--- config.mk ---
export PLATFORM = sky130hd
export DESIGN_NAME = pwm_capture_core
export DESIGN_NICKNAME = d
export VERILOG_FILES = /design/src/rtl/pwm_capture_pkg.sv /design/src/rtl/pwm_capture_chan.sv /design/src/rtl/pwm_capture_core.sv
export SDC_FILE = /design/constraint.sdc
export NUM_CORES = 2
export LEC_CHECK = 0
export ABC_AREA = 1
export BUFFER_PORTS_ARGS = -buffer_cell sky130_fd_sc_hd__buf_4
export CORE_MARGIN = 2
export CORE_UTILIZATION = 30
export DETAILED_ROUTE_END_ITERATION = 8
export PLACE_DENSITY = 0.44
export SYNTH_ARGS = -nofsm -noshare
export SYNTH_HDL_FRONTEND = slang
export SYNTH_SLANG_ARGS = --single-unit
--- constraint.sdc ---
create_clock -name clk -period 2.9 [get_ports clk]
set_input_delay 0.145 -clock clk [delete_from_list [all_inputs] [get_ports clk]]
set_output_delay 0.145 -clock clk [all_outputs]
set_load 0.05 [all_outputs]
--- src/rtl/pwm_capture_pkg.sv ---
// Shared constants and types for the PWM capture core: register map,
// STATUS field offsets and the per-channel measurement state.
package pwm_capture_pkg;

    localparam logic [4:0] REG_CTRL        = 5'd0;
    localparam logic [4:0] REG_STATUS      = 5'd1;
    localparam logic [4:0] REG_PERIOD_BASE = 5'd2;

    localparam int VALID_LSB = 0;
    localparam int OVF_LSB   = 8;
    localparam int LVL_LSB   = 16;

    typedef enum logic [1:0] {
        IDLE = 2'd0,
        HIGH = 2'd1,
        LOW  = 2'd2
    } cap_state_t;

endpackage

--- src/rtl/pwm_capture_chan.sv ---
// One capture channel: 2-FF synchroniser, edge history, period/high-time
// measurement FSM, saturating counter and result registers.
module pwm_capture_chan
    import pwm_capture_pkg::*;
#(
    parameter int W = 32
) (
    input  logic         clk,
    input  logic         reset,
    input  logic         en,
    input  logic         pin,
    output logic         capture,
    output logic         ovf,
    output logic         level,
    output logic [W-1:0] period,
    output logic [W-1:0] high,
    output cap_state_t   state
);

    localparam logic [W-1:0] CNT_MAX = '1;

    logic         sync1;
    logic         sync2;
    logic         hist;
    logic         rise;
    logic         fall;
    logic         sat;
    logic [W-1:0] cnt;
    logic [W-1:0] hi_tmp;
    cap_state_t   state_next;

    always_ff @(posedge clk) begin
        if (!reset) begin
            sync1 <= 1'b0;
            sync2 <= 1'b0;
            hist  <= 1'b0;
        end else begin
            sync1 <= pin;
            sync2 <= sync1;
            hist  <= sync2;
        end
    end

    // Both edges see the same pipeline delay, so durations are exact.
    assign rise  = sync2 & ~hist;
    assign fall  = ~sync2 & hist;
    assign level = sync2;
    assign sat   = (cnt == CNT_MAX);

    always_comb begin
        state_next = state;
        capture    = 1'b0;
        ovf        = 1'b0;
        unique case (state)
            IDLE: begin
                if (en && rise) state_next = HIGH;
            end
            HIGH: begin
                if (!en) begin
                    state_next = IDLE;
                end else if (sat) begin
                    state_next = IDLE;
                    ovf        = 1'b1;
                end else if (fall) begin
                    state_next = LOW;
                end
            end
            LOW: begin
                if (!en) begin
                    state_next = IDLE;
                end else if (sat) begin
                    state_next = IDLE;
                    ovf        = 1'b1;
                end else if (rise) begin
                    state_next = HIGH;
                    capture    = 1'b1;
                end
            end
            default: state_next = IDLE;
        endcase
    end

    always_ff @(posedge clk) begin
        if (!reset) state <= IDLE;
        else        state <= state_next;
    end

    always_ff @(posedge clk) begin
        if (!reset) begin
            cnt    <= '0;
            hi_tmp <= '0;
            period <= '0;
            high   <= '0;
        end else begin
            unique case (state)
                IDLE: begin
                    if (state_next == HIGH) cnt <= W'(1);
                end
                HIGH: begin
                    cnt <= cnt + W'(1);
                    if (state_next == LOW) hi_tmp <= cnt;
                end
                LOW: begin
                    if (capture) begin
                        period <= cnt;
                        high   <= hi_tmp;
                        cnt    <= W'(1);
                    end else begin
                        cnt <= cnt + W'(1);
                    end
                end
                default: cnt <= '0;
            endcase
        end
    end

endmodule

--- src/rtl/pwm_capture_core.sv ---
// Multi-channel PWM measurement core: CTRL enables, STATUS flags with
// write-1-to-clear, and the combinational register read mux.
module pwm_capture_core
    import pwm_capture_pkg::*;
#(
    parameter int N = 6,
    parameter int W = 32
) (
    input  logic         clk,
    input  logic         reset,
    input  logic         cs,
    input  logic         read,
    input  logic         write,
    input  logic [4:0]   reg_addr,
    input  logic [31:0]  wr_data,
    output logic [31:0]  rd_data,
    input  logic [N-1:0] pwm_in
);

    logic [N-1:0]        ctrl;
    logic [N-1:0]        valid;
    logic [N-1:0]        ovf_flag;
    logic [N-1:0]        capture;
    logic [N-1:0]        ovf_hit;
    logic [N-1:0]        level;
    logic [N-1:0][W-1:0] period;
    logic [N-1:0][W-1:0] high;
    logic [N-1:0][1:0]   chan_state;
    logic                wr_ctrl;
    logic                wr_status;
    logic                unused_bits;

    assign wr_ctrl     = cs & write & (reg_addr == REG_CTRL);
    assign wr_status   = cs & write & (reg_addr == REG_STATUS);
    assign unused_bits = ^{read, wr_data, chan_state};

    for (genvar i = 0; i < N; i++) begin : gen_chan
        pwm_capture_chan #(.W(W)) u_chan (
            .clk     (clk),
            .reset   (reset),
            .en      (ctrl[i]),
            .pin     (pwm_in[i]),
            .capture (capture[i]),
            .ovf     (ovf_hit[i]),
            .level   (level[i]),
            .period  (period[i]),
            .high    (high[i]),
            .state   (chan_state[i])
        );
    end

    // A capture or overflow in the same cycle as a clear keeps the flag set.
    always_ff @(posedge clk) begin
        if (!reset) begin
            ctrl     <= '0;
            valid    <= '0;
            ovf_flag <= '0;
        end else begin
            if (wr_ctrl) ctrl <= wr_data[N-1:0];
            valid    <= (wr_status ? (valid & ~wr_data[VALID_LSB +: N]) : valid) | capture;
            ovf_flag <= (wr_status ? (ovf_flag & ~wr_data[OVF_LSB +: N]) : ovf_flag) | ovf_hit;
        end
    end

    always_comb begin
        rd_data = '0;
        if (reg_addr == REG_CTRL) begin
            rd_data[N-1:0] = ctrl;
        end else if (reg_addr == REG_STATUS) begin
            rd_data[VALID_LSB +: N] = valid;
            rd_data[OVF_LSB +: N]   = ovf_flag;
            rd_data[LVL_LSB +: N]   = level;
        end else begin
            for (int i = 0; i < N; i++) begin
                if (reg_addr == REG_PERIOD_BASE + 5'(2 * i))     rd_data[W-1:0] = period[i];
                if (reg_addr == REG_PERIOD_BASE + 5'(2 * i + 1)) rd_data[W-1:0] = high[i];
            end
        end
    end

endmodule
# == After elaboration in Yosys (flattened, before gate mapping) ==
# Cells that the tools add are included.
# Widths: inputs -> output; s select.
# word_totals
memories,0
input_bits,48
elab_cells,300
latch_bits,0
ram_bits,0
romBits,0
reg_bits,816
out_inout_bits,32
# classes
multipliers,0
n_lt_le_gt_ge,0
reduce_logical,31
bitwise_logic,33
shift,0
addsub,6
n_mux,130
n_div,0
n_eq_ne,49
# op_table
op,n
$mux 32,24
$pmux 32 s3,6
$add 32x1->32 const B,6
$eq 32x32->1 const B,6
$mux 2,44
$mux 1,42
$mux 6,6
$pmux 2 s3,6
$eq 5x4->1 const B,6
$mux 26,1
$eq 2x1->1 const B,12
$eq 2x2->1 const B,12
$reduce_and 2->1,12
$eq 5x3->1 const B,4
$and 1x1->1,15
$and 6x6->6,2
$logic_not 2->1,6
$ne 2x1->1 const B,6
$not 1->1,12
$not 6->6,2
$or 6x6->6,2
$reduce_or 2->1,6
$eq 5x2->1 const B,2
$mux 10,1
other kinds (3),8

# == Depth between registers and ports, before layout ==
# logic_depth
word_depth,15
ltp_mapped,15
depth_no_buf,14

# == Cells and area by module ==
# A second synthesis with hierarchy kept.
# hier_totals
hier_cells,5971
hier_area_um2,39850.7
# by_module_without_submodules
mod,cells_per_inst,seq_area_each_um2,instances,area_per_inst_um2
pwm_capture_chan at gen_chan[0].u_chan ...,857,2662.6,5,5975.7
pwm_capture_chan at gen_chan[5].u_chan,848,2662.6,1,5997.0
pwm_capture_core,838,360.3,1,3975.1

# == Worst setup path before layout ==
# Ideal clock, no wire load.
# synth_path
path_kind,input to output
start,input reg_addr[4]
end,output rd_data[14]
path_buffers,1
t_required_ps,2755
arrival_time_ps,2064
stages,10
slack_ps,691
cell_sequence,inv_1 > nand3_1 > nor2_1 > buf_2 > nand2_1 > nand4_1 > nand2_1 > nand4_1 > nand2_1 > a21oi_1
# synth_between
elab_chain_cells,15
word_cells_on_any_way,28
classes_between,eq/ne (13); mux (14); reduce/logical (1)
# synth_lines
item,line,source
"start, declared",pwm_capture_core.sv:14,"input logic [4:0] reg_addr,"
$eq 5x2->1,pwm_capture_core.sv:75,if (reg_addr == REG_PERIOD_BASE + 5'(2 * i)) rd_data[W-1:0] = period[i];
$mux 32,pwm_capture_core.sv:75,
$mux 32,pwm_capture_core.sv:76,if (reg_addr == REG_PERIOD_BASE + 5'(2 * i + 1)) rd_data[W-1:0] = high[i];
$mux 32,pwm_capture_core.sv:75,
$mux 32,pwm_capture_core.sv:76,
$mux 32,pwm_capture_core.sv:75,
$mux 32,pwm_capture_core.sv:76,
$mux 32,pwm_capture_core.sv:75,
$mux 32,pwm_capture_core.sv:76,
$mux 32,pwm_capture_core.sv:75,
$mux 32,pwm_capture_core.sv:76,
$mux 32,pwm_capture_core.sv:75,
$mux 32,pwm_capture_core.sv:76,
$mux 2,pwm_capture_core.sv:69,end else if (reg_addr == REG_STATUS) begin
$mux 26 *,pwm_capture_core.sv:67,if (reg_addr == REG_CTRL) begin
"end, declared",pwm_capture_core.sv:16,"output logic [31:0] rd_data,"
# Every way passes the cells marked *; elsewhere a longest branch is shown, timed or not.

# == Worst setup path after layout ==
# layout_path
start,register gen_chan[0].u_chan.period[25]
end,output rd_data[25]
# layout_between
elab_chain_cells,14
# layout_lines
item,line,source
"start, declared",pwm_capture_chan.sv:15,"output logic [W-1:0] period,"
"start signal, assigned",pwm_capture_chan.sv:105,period <= cnt;
$mux 32,pwm_capture_core.sv:75,
$mux 32,pwm_capture_core.sv:76,
$mux 32,pwm_capture_core.sv:75,
$mux 32,pwm_capture_core.sv:76,
$mux 32,pwm_capture_core.sv:75,
$mux 32,pwm_capture_core.sv:76,
$mux 32,pwm_capture_core.sv:75,
$mux 32,pwm_capture_core.sv:76,
$mux 32,pwm_capture_core.sv:75,
$mux 32,pwm_capture_core.sv:76,
$mux 32,pwm_capture_core.sv:75,
$mux 32,pwm_capture_core.sv:76,
$mux 10,pwm_capture_core.sv:69,
$mux 26,pwm_capture_core.sv:67,
# Every way passes these cells.

==> results.md <==
* Status: complete, no violations
* Max Clock Freq at around 0.36 GHz
* Relative slew slack at approximately 53%
* H-Tree Level Count at 3
* Power density over cell area at a little over 500 nW/um^2
* Sequential share of power at 45.1%
* Die footprint at roughly 140000 sq um
* Layout area overhead at 16.9%
* Worst-case register-to-register setup slack at roughly 0.37 ns
* Peak per-stage delay on the critical path at a little under 0.4 ns
* Overall fraction of global-route tracks in use at a little under a quarter
* Critical path start-end classification: flip-flop to output port
* Max-cap violation count at 0
* Global-route wire length before repair at roughly 250000 um
* Unrepaired setup endpoints after global routing: no
* Remaining antenna violation count at 0
* CTS buffer count at between 90 and 100
* Vias per inst at around 5.0
* Series of cell instances along the critical path: nand2_1 -> nand2_1 -> a21oi_1 -> nand4_1 -> nor2_2 -> nand4_1 -> nor2_1 -> nor2_1 -> buf_4
* Largest buffer count on any clock path at 3
* Count of standard-cell rows at ~140
* Clock latency of the later-clocked register in the worst-skew pair at 0.72 ns
* Max stage delay cell, worst path: sky130_fd_sc_hd__a21oi_1
* Type of element capturing the critical path: output port
* DRC violation count after routing at 0
* Netlist cell types at 37
* Post-synth net total at 6400
* VDD IR max at 0.000421 V
* Largest fanout on the critical path at 2
* Routed len/inst at about 20 um
* Final Slew Violations at 0
* Via count of the first global-routing pass at about 39000
* Synthesized netlist cell count at 6322
* Die Height at between 300 and 400 um
* Count of TritonRoute iterations in the first routing pass at 6
* Static leakage at about 18 nW
* Post-synthesis area per instance at between 6 and 7 sq um
* Effective utilization at floorplan at 30.3%
* Remaining Overflow, GRT at 0
* Routability Congestion at roughly 0.9
* Sequential share of the synthesized area at about two fifths
* Routed wire length at ~160000 um
* Required @ worst endpoint at roughly 2.8 ns
* Starting DRC count in detailed routing at 3543
* Post-synthesis cell area at about 41000 sq um
* Top library cells by usage in the layout, fill and taps aside: 1263 x sky130_fd_sc_hd__nor2_1, 1230 x sky130_fd_sc_hd__nand2_1, 816 x sky130_fd_sc_hd__dfxtp_1
* Worst-margin pin slew at 0.712 ns
* Post-layout minimum cycle time at 2.80 ns
* Worst EP arrival at roughly 2.7 ns
* Final hold violation count at 0
* Internal Power at ~19 mW
* Final-stage net count at about 6500
* Post-CTS setup buffer count at 0
* Setup total negative slack at 0 ns
* Count of endpoints failing setup in the final report at 0
* Clock tree from TritonCTS: done
* Warnings from Yosys at 0
* Core area at approximately 140000 sq um
* Clk pwr share at about 52%
* Largest net degree at the start of global routing at roughly 130
* Most frequent standard cell in the layout excluding fill and tap cells: sky130_fd_sc_hd__nor2_1
* Number of antenna violations at the first check in global routing at 1
* Class of the tightest hold or removal check: primary input to flip-flop
* Fraction of final layout cells sized beyond drive strength 1 at around 10%
* Sw frac at between 20% and 30%
* Diode count at 0
* Clock transition at path regs at 0.06 ns
* Boundary Pins at 80
* Clock tree root driver cell: sky130_fd_sc_hd__clkbuf_16
* Count of vias placed by the detailed router at between 40000 and 50000
* Startpoint type of the worst setup path: flip-flop
* TritonCTS Sinks at 816
* Period utilisation layout at a little over nine tenths
* Combinational power share at under 10%
* Count of buffers inserted at the top-level ports at 58
* P_sw at 5.87 mW
* HPWL reported at the end of detailed placement at approximately 120000 um
* Post-synthesis sequential element count at between 800 and 900
* Fraction of the core area covered by cells at the end of the flow at 35.4%
* Worst Skew at 0.0502 ns
* Chip Width at between 300 and 400 um
==> critical path, delay by kind of cell (launching register included) <==
kind / cells / cell delay (ns)
AND/OR/NAND/NOR: 7 / 1.04
AO/OA/AOI/OAI: 1 / 0.39
flip-flops: 1 / 0.32
buffers and inverters: 1 / 0.19
==> layout make-up <==
| cell class | count | area, sq um |
|---|---|---|
| well taps | 1781 | 2230 |
| multi-input cells | 4707 | 21600 |
| clock inverters | 42 | 509 |
| fillers | 14900 | 87700 |
| inverters | 406 | 1540 |
| flip-flops and latches | 816 | 16300 |
| clock buffers | 137 | 2850 |
| repair buffers | 353 | 3080 |
==> power by group through the flow <==
stage | clock (mW) | combinational, mW | sequential (mW)
finish | 12.9 | 0.713 | 11.2
global placement | 0 | 0.692 | 11.5
CTS | 13.3 | 0.716 | 11.2
global route | 13.7 | 0.778 | 11.2
floorplan | 0 | 0.410 | 11.5
detailed placement | 0 | 0.693 | 11.5
==> worst paths after layout <==
kind,start,cells past startpoint,endpoint
max,gen_chan[0].u_chan.period[25],9,rd_data[25]
min,write,5,ctrl[3]
max reg2reg,gen_chan[1].u_chan.cnt[1],14,gen_chan[1].u_chan.hi_tmp[5]
min reg2reg,gen_chan[3].u_chan.sync1,2,gen_chan[3].u_chan.level
==> metal layers <==
metal  vias to the layer above  wire, um  global-route usage, %  share of wire (%)
li1                      20700         -                      -                  -
met1                     19600     80400                   33.4                 49
met2                      1063     70700                   35.0                 43
met3                       153      8750                   3.13                5.4
met4                         0      3220                   4.72                2.0
met5                         -         0                      0                  0
==> cell families after synthesis <==
group | share of synthesized area, %
buffers and inverters | 8.17
flip-flops | 39.7
AO/OA/AOI/OAI | 15.1
XOR/XNOR | 1.77
AND/OR/NAND/NOR | 34.4
adder cells (fa/ha/maj) | 0.912
==> sequential cells by signal (all words and copies together), names as in the netlist <==
name	cells
gen_chan.u_chan.level	6
gen_chan.u_chan.high	192
gen_chan.u_chan.hi_tmp	192
gen_chan.u_chan.state	12
gen_chan.u_chan.sync1	6
ovf_flag	6
gen_chan.u_chan.cnt	192
valid	6
ctrl	6
gen_chan.u_chan.period	192
gen_chan.u_chan.hist	6
==> Yosys cell counts <==
library cell	count	area (sq um)
sky130_fd_sc_hd__inv_2	13	48.8
sky130_fd_sc_hd__nand3b_1	12	90.1
sky130_fd_sc_hd__buf_4	29	218
sky130_fd_sc_hd__nor3_1	60	300
sky130_fd_sc_hd__a21oi_4	1	16.3
sky130_fd_sc_hd__nand3_1	541	2710
sky130_fd_sc_hd__or2_2	40	250
sky130_fd_sc_hd__xor2_1	55	482
sky130_fd_sc_hd__dfxtp_1	816	16300
sky130_fd_sc_hd__ha_1	30	375
sky130_fd_sc_hd__nor2_1	1279	4800
sky130_fd_sc_hd__nand2_2	19	119
sky130_fd_sc_hd__nand2_4	4	45.0
sky130_fd_sc_hd__nor2_4	6	67.6
sky130_fd_sc_hd__buf_1	26	97.6
sky130_fd_sc_hd__buf_6	22	248
sky130_fd_sc_hd__nand2_1	1232	4620
sky130_fd_sc_hd__nand3_4	4	70.1
sky130_fd_sc_hd__clkinv_2	1	5.00
sky130_fd_sc_hd__a21oi_2	2	17.5
sky130_fd_sc_hd__o21ai_1	80	400
sky130_fd_sc_hd__xnor2_1	28	245
sky130_fd_sc_hd__nor2_2	15	93.8
sky130_fd_sc_hd__o21ai_0	545	2730
sky130_fd_sc_hd__a21o_1	3	22.5
sky130_fd_sc_hd__clkbuf_1	246	923
sky130_fd_sc_hd__inv_1	387	1450
sky130_fd_sc_hd__a21boi_2	1	11.3
sky130_fd_sc_hd__nand3_2	10	100
sky130_fd_sc_hd__and2_1	1	6.26
sky130_fd_sc_hd__nand4_1	143	895
sky130_fd_sc_hd__a21oi_1	587	2940
sky130_fd_sc_hd__o21bai_1	6	45.0
sky130_fd_sc_hd__inv_4	1	6.26
sky130_fd_sc_hd__clkinv_1	4	15.0
sky130_fd_sc_hd__buf_2	70	350
sky130_fd_sc_hd__o22ai_1	3	18.8
==> metrics by stage <==
stage	worst slack [ns]	hold WS [ns]	std cells	power, mW	instance area, sq um
after floorplan	0.691	0.243	6322	11.9	41200
after global placement	0.188	0.328	8044	12.2	44500
after detailed placement	0.157	0.329	8044	12.2	44500
after CTS	0.000636	0.0000501	8242	25.2	48100
after global routing	0.000948	0.0676	8242	25.7	48100
final	0.0986	0.0630	8242	24.9	48100
==> timing repair <==
action | CTS | global route
setup endpoints to repair | 7 | 10
pin swaps | 2 | 4
hold endpoints to repair | 69 | 0
resized for setup | 9 | 14
hold buffers | 19 | 0
Power figures use the tool's default switching activity.
